File: config.mk
export PLATFORM = sky130hd
export DESIGN_NAME = risc8_com_responder_flat
export DESIGN_NICKNAME = d
export VERILOG_FILES = /design/src/rtl/risc8_com_responder_if.sv /design/src/rtl/risc8_com_responder.sv /design/src/flat_wrapper.sv
export SDC_FILE = /design/constraint.sdc
export NUM_CORES = 1
export LEC_CHECK = 0
export CORE_MARGIN = 5
export CORE_UTILIZATION = 54
export CTS_CLUSTER_SIZE = 40
export DETAILED_ROUTE_END_ITERATION = 7
export PLACE_DENSITY_LB_ADDON = 0.3
export SLEW_MARGIN = 20
export SYNTH_ARGS = -nofsm -noshare
export SYNTH_HDL_FRONTEND = slang
export SYNTH_SLANG_ARGS = --single-unit
export TNS_END_PERCENT = 20
File: constraint.sdc
create_clock -name clk -period 2.3 [get_ports clk]
set_input_delay 0.46 -clock clk [delete_from_list [all_inputs] [get_ports clk]]
set_output_delay 0.46 -clock clk [all_outputs]
set_load 0.005 [all_outputs]
File: src/rtl/risc8_com_responder_if.sv
// rtl/risc8_com_responder_if.sv - COM bus between the risc8 initiator and a co-processor responder
interface risc8_com_responder_if;
   logic       com_req;
   logic       com_wr;
   logic [7:0] com_addr;
   logic [7:0] com_wdata;
   logic       com_ack;
   logic [7:0] com_rdata;

   modport master (
      output com_req, com_wr, com_addr, com_wdata,
      input  com_ack, com_rdata
   );

   modport slave (
      input  com_req, com_wr, com_addr, com_wdata,
      output com_ack, com_rdata
   );
endinterface

File: src/rtl/risc8_com_responder.sv
// rtl/risc8_com_responder.sv - COM slot 0x03 GPIO responder: output port, synced input port, RX/TX byte mailbox
module risc8_com_responder #(
   parameter logic [7:0]  BASE_ADDR  = 8'h0C,
   parameter int unsigned FIFO_DEPTH = 4,
   parameter int unsigned GPIO_W     = 8
) (
   input  logic                  clk,
   input  logic                  rst,
   risc8_com_responder_if.slave  com,
   output logic [GPIO_W-1:0]     gpio_out,
   input  logic [GPIO_W-1:0]     gpio_in,
   input  logic                  in_valid,
   input  logic [7:0]            in_data,
   output logic                  in_ready,
   output logic                  out_valid,
   output logic [7:0]            out_data,
   input  logic                  out_ready,
   output logic                  irq
);
   localparam int unsigned AW = $clog2(FIFO_DEPTH);
   localparam int unsigned PW = AW + 1;

   typedef enum logic {ST_IDLE, ST_ACK} state_e;

   state_e            state_q;
   logic              ack_q;
   logic [7:0]        rdata_q, rdata_d;
   logic [GPIO_W-1:0] gpio_out_q, sync1_q, sync2_q;
   logic [7:0]        rx_mem [FIFO_DEPTH];
   logic [7:0]        tx_mem [FIFO_DEPTH];
   logic [PW-1:0]     rx_wp_q, rx_rp_q, tx_wp_q, tx_rp_q;
   logic              rx_uf_q, rx_uf_d, tx_of_q, tx_of_d;
   logic              ie_rx_q, ie_tx_q;

   logic       rx_empty, rx_full, tx_empty, tx_full;
   logic       access, stat_wr;
   logic [1:0] off;
   logic       rx_push, rx_pop_req, rx_pop, tx_push_req, tx_push, tx_pop;
   logic [7:0] status, gpio_out_ext, gpio_in_ext, rx_head, tx_head;

   // Wrap bit distinguishes full from empty when the index bits match.
   assign rx_empty = (rx_wp_q == rx_rp_q);
   assign rx_full  = (rx_wp_q[AW] != rx_rp_q[AW]) && (rx_wp_q[AW-1:0] == rx_rp_q[AW-1:0]);
   assign tx_empty = (tx_wp_q == tx_rp_q);
   assign tx_full  = (tx_wp_q[AW] != tx_rp_q[AW]) && (tx_wp_q[AW-1:0] == tx_rp_q[AW-1:0]);

   assign off         = com.com_addr[1:0];
   assign access      = (state_q == ST_IDLE) && com.com_req && (com.com_addr[7:2] == BASE_ADDR[7:2]);
   assign stat_wr     = access && com.com_wr && (off == 2'd3);
   assign rx_push     = in_valid && !rx_full;
   assign rx_pop_req  = access && !com.com_wr && (off == 2'd2);
   assign rx_pop      = rx_pop_req && !rx_empty;
   assign tx_push_req = access && com.com_wr && (off == 2'd2);
   assign tx_push     = tx_push_req && !tx_full;
   assign tx_pop      = !tx_empty && out_ready;

   assign rx_head = rx_mem[rx_rp_q[AW-1:0]];
   assign tx_head = tx_mem[tx_rp_q[AW-1:0]];
   assign status  = {ie_tx_q, ie_rx_q, tx_of_q, rx_uf_q, tx_full, tx_empty, rx_full, rx_empty};

   always_comb begin
      gpio_out_ext = '0;
      gpio_in_ext  = '0;
      gpio_out_ext[GPIO_W-1:0] = gpio_out_q;
      gpio_in_ext[GPIO_W-1:0]  = sync2_q;
   end

   always_comb begin
      rdata_d = 8'h00;
      if (!com.com_wr) begin
         case (off)
            2'd0: rdata_d = gpio_out_ext;
            2'd1: rdata_d = gpio_in_ext;
            2'd2: rdata_d = rx_empty ? 8'h00 : rx_head;
            2'd3: rdata_d = status;
         endcase
      end
   end

   // A same-cycle set beats a write-1-to-clear.
   always_comb begin
      rx_uf_d = rx_uf_q;
      tx_of_d = tx_of_q;
      if (stat_wr && com.com_wdata[4]) rx_uf_d = 1'b0;
      if (stat_wr && com.com_wdata[5]) tx_of_d = 1'b0;
      if (rx_pop_req && rx_empty)      rx_uf_d = 1'b1;
      if (tx_push_req && tx_full)      tx_of_d = 1'b1;
   end

   always_ff @(posedge clk) begin
      if (rx_push) rx_mem[rx_wp_q[AW-1:0]] <= in_data;
      if (tx_push) tx_mem[tx_wp_q[AW-1:0]] <= com.com_wdata;
   end

   always_ff @(posedge clk) begin
      if (rst) begin
         state_q    <= ST_IDLE;
         ack_q      <= 1'b0;
         rdata_q    <= 8'h00;
         gpio_out_q <= '0;
         sync1_q    <= '0;
         sync2_q    <= '0;
         rx_wp_q    <= '0;
         rx_rp_q    <= '0;
         tx_wp_q    <= '0;
         tx_rp_q    <= '0;
         rx_uf_q    <= 1'b0;
         tx_of_q    <= 1'b0;
         ie_rx_q    <= 1'b0;
         ie_tx_q    <= 1'b0;
      end else begin
         case (state_q)
            ST_IDLE: begin
               if (access) begin
                  state_q <= ST_ACK;
                  ack_q   <= 1'b1;
                  rdata_q <= rdata_d;
               end
            end
            ST_ACK: begin
               state_q <= ST_IDLE;
               ack_q   <= 1'b0;
               rdata_q <= 8'h00;
            end
            default: begin
               state_q <= ST_IDLE;
               ack_q   <= 1'b0;
               rdata_q <= 8'h00;
            end
         endcase
         if (access && com.com_wr && (off == 2'd0)) gpio_out_q <= com.com_wdata[GPIO_W-1:0];
         if (stat_wr) {ie_tx_q, ie_rx_q} <= com.com_wdata[7:6];
         sync1_q <= gpio_in;
         sync2_q <= sync1_q;
         if (rx_push) rx_wp_q <= rx_wp_q + PW'(1);
         if (rx_pop)  rx_rp_q <= rx_rp_q + PW'(1);
         if (tx_push) tx_wp_q <= tx_wp_q + PW'(1);
         if (tx_pop)  tx_rp_q <= tx_rp_q + PW'(1);
         rx_uf_q <= rx_uf_d;
         tx_of_q <= tx_of_d;
      end
   end

   assign com.com_ack   = ack_q;
   assign com.com_rdata = rdata_q;
   assign gpio_out      = gpio_out_q;
   assign in_ready      = !rx_full;
   assign out_valid     = !tx_empty;
   assign out_data      = tx_empty ? 8'h00 : tx_head;
   assign irq           = (!rx_empty && ie_rx_q) || (tx_empty && ie_tx_q);
endmodule

File: src/flat_wrapper.sv
// flat-port wrapper written by rule: the top's interface ports become plain ports
module risc8_com_responder_flat 
#(
   parameter logic [7:0]  BASE_ADDR  = 8'h0C,
   parameter int unsigned FIFO_DEPTH = 4,
   parameter int unsigned GPIO_W     = 8
)
  (clk, rst, gpio_out, gpio_in, in_valid, in_data, in_ready, out_valid, out_data, out_ready, irq, com_com_req, com_com_wr, com_com_addr, com_com_wdata, com_com_ack, com_com_rdata);
  risc8_com_responder_if com_i ();
  input  logic clk;
  input  logic rst;
  output logic [GPIO_W-1:0] gpio_out;
  input  logic [GPIO_W-1:0] gpio_in;
  input  logic in_valid;
  input  logic [7:0] in_data;
  output logic in_ready;
  output logic out_valid;
  output logic [7:0] out_data;
  input  logic out_ready;
  output logic irq;
  input wire logic [$bits(com_i.com_req)-1:0] com_com_req;
  input wire logic [$bits(com_i.com_wr)-1:0] com_com_wr;
  input wire logic [$bits(com_i.com_addr)-1:0] com_com_addr;
  input wire logic [$bits(com_i.com_wdata)-1:0] com_com_wdata;
  output wire logic [$bits(com_i.com_ack)-1:0] com_com_ack;
  output wire logic [$bits(com_i.com_rdata)-1:0] com_com_rdata;
  assign com_i.com_req = com_com_req;
  assign com_i.com_wr = com_com_wr;
  assign com_i.com_addr = com_com_addr;
  assign com_i.com_wdata = com_com_wdata;
  assign com_com_ack = com_i.com_ack;
  assign com_com_rdata = com_i.com_rdata;
  risc8_com_responder #(.BASE_ADDR(BASE_ADDR), .FIFO_DEPTH(FIFO_DEPTH), .GPIO_W(GPIO_W)) u_core (.clk(clk), .rst(rst), .com(com_i), .gpio_out(gpio_out), .gpio_in(gpio_in), .in_valid(in_valid), .in_data(in_data), .in_ready(in_ready), .out_valid(out_valid), .out_data(out_data), .out_ready(out_ready), .irq(irq));
endmodule
==> results of run 1 <==
==> stage by stage <==
step	cells	worst slack, ns
2_1_floorplan	340	0.255
3_3_place_gp	533	-0.120
3_5_place_dp	533	-0.181
4_1_cts	576	-0.122
5_1_grt	581	-0.0864
6_report	581	-0.0230
==> layout make-up <==
| cell class | instances | area, um2 |
|---|---|---|
| flip-flops and latches | 118 | 3030 |
| fillers | 541 | 2100 |
| multi-input cells | 196 | 1710 |
| inverters | 12 | 45.0 |
| clock inverters | 14 | 123 |
| clock buffers | 18 | 428 |
| well taps | 108 | 135 |
| repair buffers | 115 | 1070 |
==> worst paths after layout <==
path / start / end / slack (ns) / cells after the start
hold / removal: u_core.sync1_q[3] / u_core.gpio_in_ext[3] / 0.44 / 1
setup reg to reg: u_core.rx_rp_q[0] / u_core.rx_mem[0][2] / 0.37 / 6
setup / recovery: register / out_data[4] / -0.02 / 5
hold reg to reg: u_core.sync1_q[3] / u_core.gpio_in_ext[3] / 0.44 / 1
==> worst max-delay path, stage by stage (launching register included) <==
cell and delay, ns:
sky130_fd_sc_hd__dfxtp_2 0.33, sky130_fd_sc_hd__buf_8 0.12, sky130_fd_sc_hd__buf_6 0.09, sky130_fd_sc_hd__mux4_2 0.48, sky130_fd_sc_hd__nor2b_1 0.14, sky130_fd_sc_hd__clkdlybuf4s15_1 0.19
==> cells by family (layout without fill, tap and decap cells) <==
group,count (synthesis),after routing,synth area share [%]
buf+inv,26,159,2.08
compound gates,37,37,5.43
simple gates,97,97,11.4
flops,118,118,63.3
xor+xnor,11,11,2.03
fa+ha+maj,10,10,2.64
mux,41,41,13.2
==> sequential cells by signal, indices dropped and copies added (netlist names), named ones only <==
register and cells:
u_core.state_q 1, u_core.gpio_in_ext 8, u_core.rx_mem 32, u_core.ie_rx_q 1
u_core.tx_mem 32, u_core.rx_uf_q 1, u_core.tx_rp_q 3, u_core.com.com_ack 1
u_core.rx_rp_q 3, u_core.rx_wp_q 3, u_core.gpio_out 8, u_core.tx_wp_q 3
u_core.com.com_rdata 8, u_core.sync1_q 8, u_core.ie_tx_q 1, u_core.tx_of_q 1
==> layer usage <==
metal	share of wire (%)	track usage [%]	vias up
met5	0	0	-
met4	2.0	7.49	0
met3	4.4	5.66	20
met2	54	36.3	88
met1	39	22.5	1569
li1	-	-	1502
==> power groups by stage <==
| stage | logic [W] | registers [W] | clock network, W |
|---|---|---|---|
| floorplan | 0.000111 | 0.00232 | 0 |
| global placement | 0.000248 | 0.00232 | 0 |
| detailed placement | 0.000257 | 0.00233 | 0 |
| CTS | 0.000263 | 0.00228 | 0.00245 |
| global route | 0.000291 | 0.00228 | 0.00255 |
| finish | 0.000269 | 0.00228 | 0.00242 |
==> timing repair <==
action,in CTS,in global routing
setup endpoints to repair,11,10
pin swaps,5,4
gates resized for setup,49,15
buffers inserted,11,5
==> cells in the final DEF (no fill, tap or decap), types with 3 or more instances in the layout <==
master,n
sky130_fd_sc_hd__clkinvlp_4,3
sky130_fd_sc_hd__inv_6,5
sky130_fd_sc_hd__nor2_1,25
sky130_fd_sc_hd__dfxtp_1,43
sky130_fd_sc_hd__buf_6,5
sky130_fd_sc_hd__or4_1,3
sky130_fd_sc_hd__nor3_1,4
sky130_fd_sc_hd__nand2_1,7
sky130_fd_sc_hd__dfxtp_2,7
sky130_fd_sc_hd__clkbuf_2,6
sky130_fd_sc_hd__clkdlybuf4s50_1,54
sky130_fd_sc_hd__nand3_1,6
sky130_fd_sc_hd__mux2i_1,14
sky130_fd_sc_hd__mux2_2,11
sky130_fd_sc_hd__buf_12,4
sky130_fd_sc_hd__nand2b_1,5
sky130_fd_sc_hd__and2_1,6
sky130_fd_sc_hd__inv_1,12
sky130_fd_sc_hd__xor2_1,4
sky130_fd_sc_hd__nor2b_1,27
sky130_fd_sc_hd__xor2_2,4
sky130_fd_sc_hd__buf_4,39
sky130_fd_sc_hd__o221ai_1,3
sky130_fd_sc_hd__clkbuf_16,16
sky130_fd_sc_hd__dfxtp_4,4
sky130_fd_sc_hd__o22ai_1,4
sky130_fd_sc_hd__ha_1,10
sky130_fd_sc_hd__a211oi_1,3
sky130_fd_sc_hd__edfxtp_1,64
sky130_fd_sc_hd__mux4_2,16
sky130_fd_sc_hd__o31ai_1,8
sky130_fd_sc_hd__a221oi_1,3
sky130_fd_sc_hd__nand4_1,3
sky130_fd_sc_hd__a21oi_1,9
==> run summary, run 1 <==
==========================================================================================
Critical path launch point type                                                   register
Max Slew Vio Count                                                                       0
Via-per-instance ratio                                                                5.47
Result of the run                                                             finished, violations left
Switching fraction of total power                                                    22.3%
Overall die height                                                                  104 um
Post-layout utilization of the core                                                  75.7%
Antenna diode instance count                                                             0
Number of storage elements in the synthesis netlist                                    118
Final critical-path required period                                                2.32 ns
Max H-tree Level                                                                         4
Post-route setup TNS                                                            -0.0230 ns
Number of nets produced by synthesis                                                   388
Number of enable-type register cells in the synthesized netlist                         64
Remaining routing DRC violations                                                         0
Clock edge transition at the registers on the reported setup and hold paths        0.06 ns
Antenna violations before repair                                                         0
Number of buffers between clock root and the deepest sink                                2
Biggest area contributors in the synthesized netlist                          sky130_fd_sc_hd__edfxtp_1, sky130_fd_sc_hd__dfxtp_1, sky130_fd_sc_hd__mux4_2
Congestion Overflow GR                                                                   0
Effective utilization at floorplan                                                   55.0%
Total wire length                                                                10,700 um
Tightest slew margin relative to the limit                                           61.2%
Post-Place Cell Area                                                           0.00578 mm2
Worst Max-Slew Pin Slew                                                           0.574 ns
Core Region                                                                    0.00864 mm2
Wire length of the first global-routing pass                                     17,100 um
Peak supply drop                                                                    619 uV
Violations in the final reports                                               negative setup slack
Final Worst Setup Slack                                                         -0.0230 ns
Pin count of the biggest net entering global routing                                    53
Req. time, crit path                                                               1.84 ns
Max-cap violations                                                                       0
Global routing usage summed across all routing layers                                20.2%
Synthesized area per cell                                                         14.0 um2
Worst Hold Class                                                              register to register
Number of warnings printed during yosys synthesis                                        0
Port-buffer cells                                                                       65
Number of buffers created by CTS                                                        17
Post-layout total power                                                          0.00497 W
Num ports                                                                               66
Detailed-route via count                                                             3,179
# rows                                                                                  34
Non-Filler Cell Area, Final                                                    0.00653 mm2
Setup violations, final                                                                  1
Post-synthesis async set-or-reset flop share                                            0%
FMAX                                                                               430 MHz
Insertion delay to the later sink of the worst-skew pair                           0.51 ns
Setup crit end kind                                                            output port
Clock tree skew after final layout                                              0.00563 ns
WS Path Type                                                                  register to output port
Period Utilization, post-route                                                        101%
Arrival time at the worst endpoint                                                 1.86 ns
Portion of the post-synthesis area used by sequential elements                       63.3%
Synth cell types                                                                        40
Post-detailed-route count of antenna-violating nets                                      0
Unrepaired setup endpoints after global routing                                       true
TritonRoute pass-1 iters                                                                 4
Root Buffer Master                                                            sky130_fd_sc_hd__clkbuf_8
Final Hold Violating Endpoints                                                           0
Sequential share of power                                                            45.9%
CTS Sinks                                                                              118
Area share of the largest cell type after synthesis                                  40.5%
Top FF cell, synth                                                            sky130_fd_sc_hd__edfxtp_1
Synthesis-to-finish area growth                                                      37.6%
Summed instance area of the synthesized netlist                                0.00475 mm2
Clock network fraction of design power                                               48.7%
Layout net count                                                                       508
Half-perimeter wire length after placement                                         7340 um
Fraction of layout cells with a size suffix above 1                                  29.2%
DIE AREA                                                                        0.0108 mm2
Number of standard cells after synthesis                                               340
Leak                                                                               2.51 nW
Number of global-route vias before repair                                            3,452
Post-route worst hold slack                                                       0.436 ns
Cell area power density                                                         761 mW/mm2
Number of hold buffers added after cts                                                   0
Most used standard cells in the synthesized netlist                           sky130_fd_sc_hd__edfxtp_1, sky130_fd_sc_hd__dfxtp_1, sky130_fd_sc_hd__nor2b_1
Last weighted congestion value of the routability-driven placer                      0.845
Switching power of the nets                                                      0.00111 W
First DRT Iteration DRCs                                                               196
Most used standard cell by instance count after synthesis                     sky130_fd_sc_hd__edfxtp_1
Clock tree from TritonCTS                                                            built
Die extent in x                                                                     104 um
Average wire length per cell after detail routing                                  18.4 um
Largest area contributor in the netlist                                       sky130_fd_sc_hd__edfxtp_1
Largest fanout on the critical path                                                      6
Internal power component                                                         0.00387 W
Part of the power in combinational logic                                              5.4%
==========================================================================================
Note: power is estimated with default switching activity, not from simulation.
==> inputs of run 2 (changes only) <==
CTS_BUF_LIST = sky130_fd_sc_hd__clkbuf_8   (was not set)
SKIP_LAST_GASP = 1   (was not set)
==> run 2 against run 1 <==
  * The run still ends with negative setup slack left
  * Via count is 3.2% lower
  * Final cell count shrank 1.9%
  * Combinational power is 4% lower
  * Core utilization down 3.2 points
  * Routed wire length decreased by 7.2%
  * Clock skew grew 0.0027 ns
  * Critical endpoint is now out_data[5]
  * Largest power group is now sequential cells
  * Highest routed layer unchanged
==> run summary, run 2 (synthesis results as in run 1) <==
==========================================================================================
Result of the run                                                             finished, violations left
Violations in the final reports                                               negative setup slack
Pin count of the biggest net entering global routing                                    53   unchanged
Post-Place Cell Area                                                           0.00578 mm2   unchanged
Setup violations, final                                                                  8   +7
Last weighted congestion value of the routability-driven placer                      0.845   unchanged
Cell depth of the worst flop-to-flop path                                                6   unchanged
Routing usage on met1                                                                21.2%   -1.3 points
Hold-critical path depth                                                                 1   unchanged
Remaining routing DRC violations                                                         0   unchanged
Half-perimeter wire length after placement                                         7340 um   unchanged
Clock edge transition at the registers on the reported setup and hold paths        0.07 ns   about the same
Post-Place Worst Slack                                                           -0.181 ns   unchanged
Wire length of the first global-routing pass                                     16,200 um   -5.4%
Layout net count                                                                       497   -2.2%
TritonRoute pass-1 iters                                                                 4   unchanged
Final Worst Setup Slack                                                          -0.129 ns   -0.106 ns
Max H-tree Level                                                                         4   unchanged
Most frequent cells in the layout                                             sky130_fd_sc_hd__edfxtp_1, sky130_fd_sc_hd__clkdlybuf4s50_1, sky130_fd_sc_hd__dfxtp_1
Period Utilization, post-route                                                        106%   +4.6 points
Worst Hold Class                                                              register to register
Post-detailed-route count of antenna-violating nets                                      0   unchanged
Total wire length                                                                  9940 um   -7.2%
Congestion Overflow GR                                                                   0   unchanged
Peak supply drop                                                                    523 uV   -16%
Num ports                                                                               66   unchanged
Global routing usage summed across all routing layers                                19.1%   -1.0 points
Insertion delay to the later sink of the worst-skew pair                           0.43 ns   -0.08 ns
DIE AREA                                                                        0.0108 mm2   unchanged
Largest fanout on the critical path                                                      8   +2
Number of buffers created by CTS                                                        17   unchanged
Effective utilization at floorplan                                                   55.0%   unchanged
Root Buffer Master                                                            sky130_fd_sc_hd__clkbuf_8
Clock tree from TritonCTS                                                            built
Max Slew Vio Count                                                                       0   unchanged
Critical path launch point type                                                   register
Detailed-route via count                                                             3,076   -3.2%
Port-buffer cells                                                                       65   unchanged
Most common cell after layout, fill and taps aside                            sky130_fd_sc_hd__edfxtp_1
Synthesis-to-finish area growth                                                      31.7%
Final Hold Violating Endpoints                                                           0   unchanged
Cell area power density                                                         685 mW/mm2   -9.9%
Post-layout utilization of the core                                                  72.4%   -3.2 points
Met2 Resource Use GR                                                                 33.5%   -2.8 points
Clock tree skew after final layout                                              0.00837 ns   +0.00274 ns
First DRT Iteration DRCs                                                               204   +4.1%
Number of global-route vias before repair                                            3,357   -2.8%
CTS Sinks                                                                              118   unchanged
Most congested layer reported by global routing                                       met2
Req. time, crit path                                                               1.84 ns   about the same
Final critical-path required period                                                2.43 ns   +0.106 ns
Fraction of layout cells with a size suffix above 1                                  23.8%   -5.4 points
Arrival time at the worst endpoint                                                 1.97 ns   +0.11 ns
GRT met3 Usage                                                                       6.47%   +0.81 points
Leak                                                                               2.40 nW   -4.5%
Core Region                                                                    0.00864 mm2   unchanged
Antenna diode instance count                                                             0   unchanged
FMAX                                                                               412 MHz   -4.4%
Die extent in x                                                                     104 um   unchanged
Number of buffers between clock root and the deepest sink                                2   unchanged
Tightest slew margin relative to the limit                                           66.3%   +5.1 points
Setup crit end kind                                                            output port
Worst Max-Slew Pin Slew                                                           0.499 ns   -0.0756 ns
Antenna violations before repair                                                         0   unchanged
# rows                                                                                  34   unchanged
Via-per-instance ratio                                                                5.40   -1.4%
Post-route setup TNS                                                             -0.738 ns   -0.715 ns
Non-Filler Cell Area, Final                                                    0.00625 mm2   -4.3%
Max-cap violations                                                                       0   unchanged
Unrepaired setup endpoints after global routing                                       true
Number of hold buffers added after cts                                                   0   unchanged
Average wire length per cell after detail routing                                  17.4 um   -5.4%
WS Path Type                                                                  register to output port
Overall die height                                                                  104 um   unchanged
==========================================================================================
-- run 2: cell types whose count changed in the layout (fill, tap and decap cells not counted), sizes merged --
cell,change
dlymetal6s2s,+2
dlygate4sd2,+1
buf,-13
clkdlybuf4s50,+6
clkdlybuf4s15,-1
clkbuf,-6
-- run 2: what timing repair did --
action                                  in CTS  in global routing
buffers inserted                             4                  1
resized for setup                           17                  4
pin swaps                                    4                  0
endpoints found under the setup margin      11                 11
-- run 2: final cells by class --
| class | instances | area, um2 |
|---|---|---|
| Sequential cell | 118 | 3020 |
| Clock buffer | 18 | 248 |
| Clock inverter | 14 | 123 |
| Multi-Input combinational cell | 196 | 1680 |
| Timing Repair Buffer | 104 | 1000 |
| Tap cell | 108 | 135 |
| Inverter | 12 | 45.0 |
| Fill cell | 590 | 2380 |
-- run 2: worst paths after layout --
| check | start | endpoint | slack [ns] |
|---|---|---|---|
| setup reg to reg | u_core.rx_rp_q[0] | u_core.rx_mem[0][1] | 0.40 |
| hold reg to reg | u_core.sync1_q[3] | u_core.gpio_in_ext[3] | 0.44 |
| setup / recovery | register | out_data[5] | -0.13 |
| hold / removal | u_core.sync1_q[3] | u_core.gpio_in_ext[3] | 0.44 |
-- run 2: power breakdown --
part	switching, W	internal, W	leakage, nW
clock network	0.000866	0.000887	0.182
registers	0.0000140	0.00226	1.02
logic	0.000126	0.000130	1.19
total	0.00101	0.00328	2.39
-- run 2: critical path: stages, from the launching register on --
cell and delay [ns]:
sky130_fd_sc_hd__dfxtp_1 0.32, sky130_fd_sc_hd__buf_6 0.15, sky130_fd_sc_hd__mux4_2 0.50, sky130_fd_sc_hd__nor2b_1 0.14
sky130_fd_sc_hd__clkdlybuf4s50_1 0.43
-- run 2: per-stage QoR --
step | total power [W] | std cells | hold slack (ns)
6_report | 0.00429 | 570 | 0.438
2_1_floorplan | 0.00243 | 340 | 0.414
3_5_place_dp | 0.00258 | 533 | 0.427
4_1_cts | 0.00432 | 569 | 0.444
5_1_grt | 0.00444 | 570 | 0.463
3_3_place_gp | 0.00257 | 533 | 0.425
-- run 2: layer usage --
metal	vias up	wire length, um	share of wire (%)
met5	-	0	0
met4	0	238	2.4
met3	20	464	4.7
met2	70	5300	53
met1	1505	3940	40
li1	1481	-	-
==> inputs of run 3 (changes only) <==
SKIP_CTS_REPAIR_TIMING = 1   (was not set)
==> run 3 against run 2 <==
  * Worst hold slack barely moved
  * The flow still finishes with violations (negative setup slack)
  * Clock power barely moved
  * Final cell count fell by 0.18%
  * Sequential cell count did not move
  * First-iteration DRC count fell by 4.4%
  * Combinational power barely moved
  * Via count fell by 0.23%
  * Register-to-register slack got worse by 0.05 ns
  * Die area did not move
==> run summary, run 3 (synthesis results as in run 1) <==
==========================================================================================
Root Buffer Master                                                            sky130_fd_sc_hd__clkbuf_8
Violations in the final reports                                               negative setup slack
Top sig layer                                                                         met4
Hold-critical path depth                                                                 1   unchanged
Final critical-path required period                                                2.52 ns   +0.0905 ns
Wire length of the first global-routing pass                                     16,100 um   -0.46%
Unrepaired setup endpoints after global routing                                       true
Clock edge transition at the registers on the reported setup and hold paths        0.07 ns   about the same
Most frequent cells in the layout                                             sky130_fd_sc_hd__edfxtp_1, sky130_fd_sc_hd__clkdlybuf4s50_1, sky130_fd_sc_hd__dfxtp_1
End of the worst register-to-register path                                    u_core.rx_mem[0][1]
Post-Place Cell Area                                                           0.00578 mm2   unchanged
Final Worst Setup Slack                                                          -0.219 ns   -0.0905 ns
Tightest slew margin relative to the limit                                           66.3%   unchanged
Detailed-route via count                                                             3,069   -0.23%
Post-detailed-route count of antenna-violating nets                                      0   unchanged
Worst Hold Class                                                              register to register
Pin count of the biggest net entering global routing                                    53   unchanged
Clock tree skew after final layout                                              0.00616 ns   -0.00221 ns
Total wire length                                                                  9950 um   about the same
Remaining routing DRC violations                                                         0   unchanged
Arrival time at the worst endpoint                                                 2.06 ns   +0.09 ns
WS Path Type                                                                  register to output port
Number of fill cells in the layout                                                     590   unchanged
Number of buffers between clock root and the deepest sink                                2   unchanged
Clock tree from TritonCTS                                                            built
Core Region                                                                    0.00864 mm2   unchanged
Number of global-route vias before repair                                            3,346   -0.33%
Average wire length per cell after detail routing                                  17.5 um   +0.24%
Num ports                                                                               66   unchanged
Max H-tree Level                                                                         4   unchanged
Synthesis-to-finish area growth                                                      31.5%
Peak supply drop                                                                    523 uV   about the same
First DRT Iteration DRCs                                                               195   -4.4%
Most common cell after layout, fill and taps aside                            sky130_fd_sc_hd__edfxtp_1
Effective utilization at floorplan                                                   55.0%   unchanged
Cell area power density                                                         686 mW/mm2   about the same
Antenna violations before repair                                                         0   unchanged
Req. time, crit path                                                               1.84 ns   about the same
Number of buffers created by CTS                                                        17   unchanged
Via-per-instance ratio                                                                5.39   about the same
Period Utilization, post-route                                                        110%   +3.9 points
TritonRoute pass-1 iters                                                                 4   unchanged
Total met3 wirelength after detailed routing                                        421 um   -9.3%
Cell depth of the worst flop-to-flop path                                                6   unchanged
Final Hold Violating Endpoints                                                           0   unchanged
Die extent in x                                                                     104 um   unchanged
Last weighted congestion value of the routability-driven placer                      0.845   unchanged
Layout net count                                                                       496   -0.20%
Met1 layer wirelength in the final routing                                         3980 um   +1.0%
Largest fanout on the critical path                                                     10   +2
Congestion Overflow GR                                                                   0   unchanged
Antenna diode instance count                                                             0   unchanged
Max-cap violations                                                                       0   unchanged
Setup violations, final                                                                  9   +1
Global routing usage summed across all routing layers                                19.0%   -0.11 points
Hold Path Origin                                                              u_core.sync1_q[3]
FMAX                                                                               397 MHz   -3.6%
Critical path launch point type                                                   register
R2R Setup Slk                                                                      0.35 ns   -0.05 ns
Worst reg2reg startpoint                                                      u_core.rx_wp_q[1]
Half-perimeter wire length after placement                                         7340 um   unchanged
Fraction of layout cells with a size suffix above 1                                  23.4%   -0.38 points
Endpoint with the worst hold slack                                            u_core.gpio_in_ext[3]
Overall die height                                                                  104 um   unchanged
Non-Filler Cell Area, Final                                                    0.00624 mm2   -0.14%
Leak                                                                               2.37 nW   -0.93%
DIE AREA                                                                        0.0108 mm2   unchanged
Post-route worst hold slack                                                       0.438 ns   -0.0000560 ns
Worst Max-Slew Pin Slew                                                           0.499 ns   unchanged
Insertion delay to the later sink of the worst-skew pair                           0.43 ns   about the same
CTS Sinks                                                                              118   unchanged
Port-buffer cells                                                                       65   unchanged
Max Slew Vio Count                                                                       0   unchanged
Result of the run                                                             finished, violations left
Routed length on met2                                                              5330 um   +0.49%
Post-Place Worst Slack                                                           -0.181 ns   unchanged
# rows                                                                                  34   unchanged
Setup crit end kind                                                            output port
==========================================================================================
-- run 3: per-stage QoR --
stage	TNS (ns)	power (W)	utilization (%)	instances
3_5_place_dp	-2.78	0.00258	67.0	533
2_1_floorplan	0	0.00243	-	340
4_1_cts	-3.72	0.00432	71.3	565
5_1_grt	-2.53	0.00444	72.3	569
3_3_place_gp	-1.71	0.00257	67.0	533
6_report	-1.68	0.00428	72.3	569
-- run 3: how the worst max path moves through the flow --
| stage | from | slack (ns) | cells past startpoint | endpoint |
|---|---|---|---|---|
| global route | u_core.tx_rp_q[1] | -0.31 | 6 | out_data[3] |
| detailed placement | com_com_addr[5] | -0.18 | 5 | u_core.ie_tx_q |
| floorplan | com_com_addr[5] | 0.26 | 3 | u_core.tx_mem[3][0] |
| global placement | com_com_addr[5] | -0.12 | 5 | u_core.ie_rx_q |
| CTS | u_core.tx_rp_q[0] | -0.40 | 6 | out_data[1] |
| finish | u_core.tx_rp_q[1] | -0.22 | 6 | out_data[7] |
-- run 3: power by group --
part           total [W]  switching (W)  internal [W]
Sequential       0.00228      0.0000139       0.00226
Clock            0.00175       0.000864      0.000886
Combinational   0.000257       0.000126      0.000130
-- run 3: final cells by class --
cell class | count | area [um2] | area share (%)
Tap cell | 108 | 135 | 2.16
Clock inverter | 14 | 123 | 1.96
Sequential cell | 118 | 3020 | 48.3
Multi-Input combinational cell | 196 | 1680 | 27.0
Timing Repair Buffer | 103 | 995 | 15.9
Clock buffer | 18 | 248 | 3.97
Inverter | 12 | 45.0 | 0.721
-- run 3: worst max-delay path, stage by stage (launching register included) --
cell	delay, ns
sky130_fd_sc_hd__dfxtp_2	0.37
sky130_fd_sc_hd__xor2_2	0.24
sky130_fd_sc_hd__nor3_2	0.08
sky130_fd_sc_hd__buf_4	0.15
sky130_fd_sc_hd__buf_4	0.17
sky130_fd_sc_hd__nor2b_1	0.12
sky130_fd_sc_hd__clkdlybuf4s50_1	0.50
-- run 3: per-layer routing --
| metal | up-vias | GRT usage [%] |
|---|---|---|
| met5 | - | 0 |
| met4 | 0 | 7.77 |
| met3 | 19 | 6.47 |
| met2 | 76 | 33.2 |
| met1 | 1495 | 21.1 |
| li1 | 1479 | - |
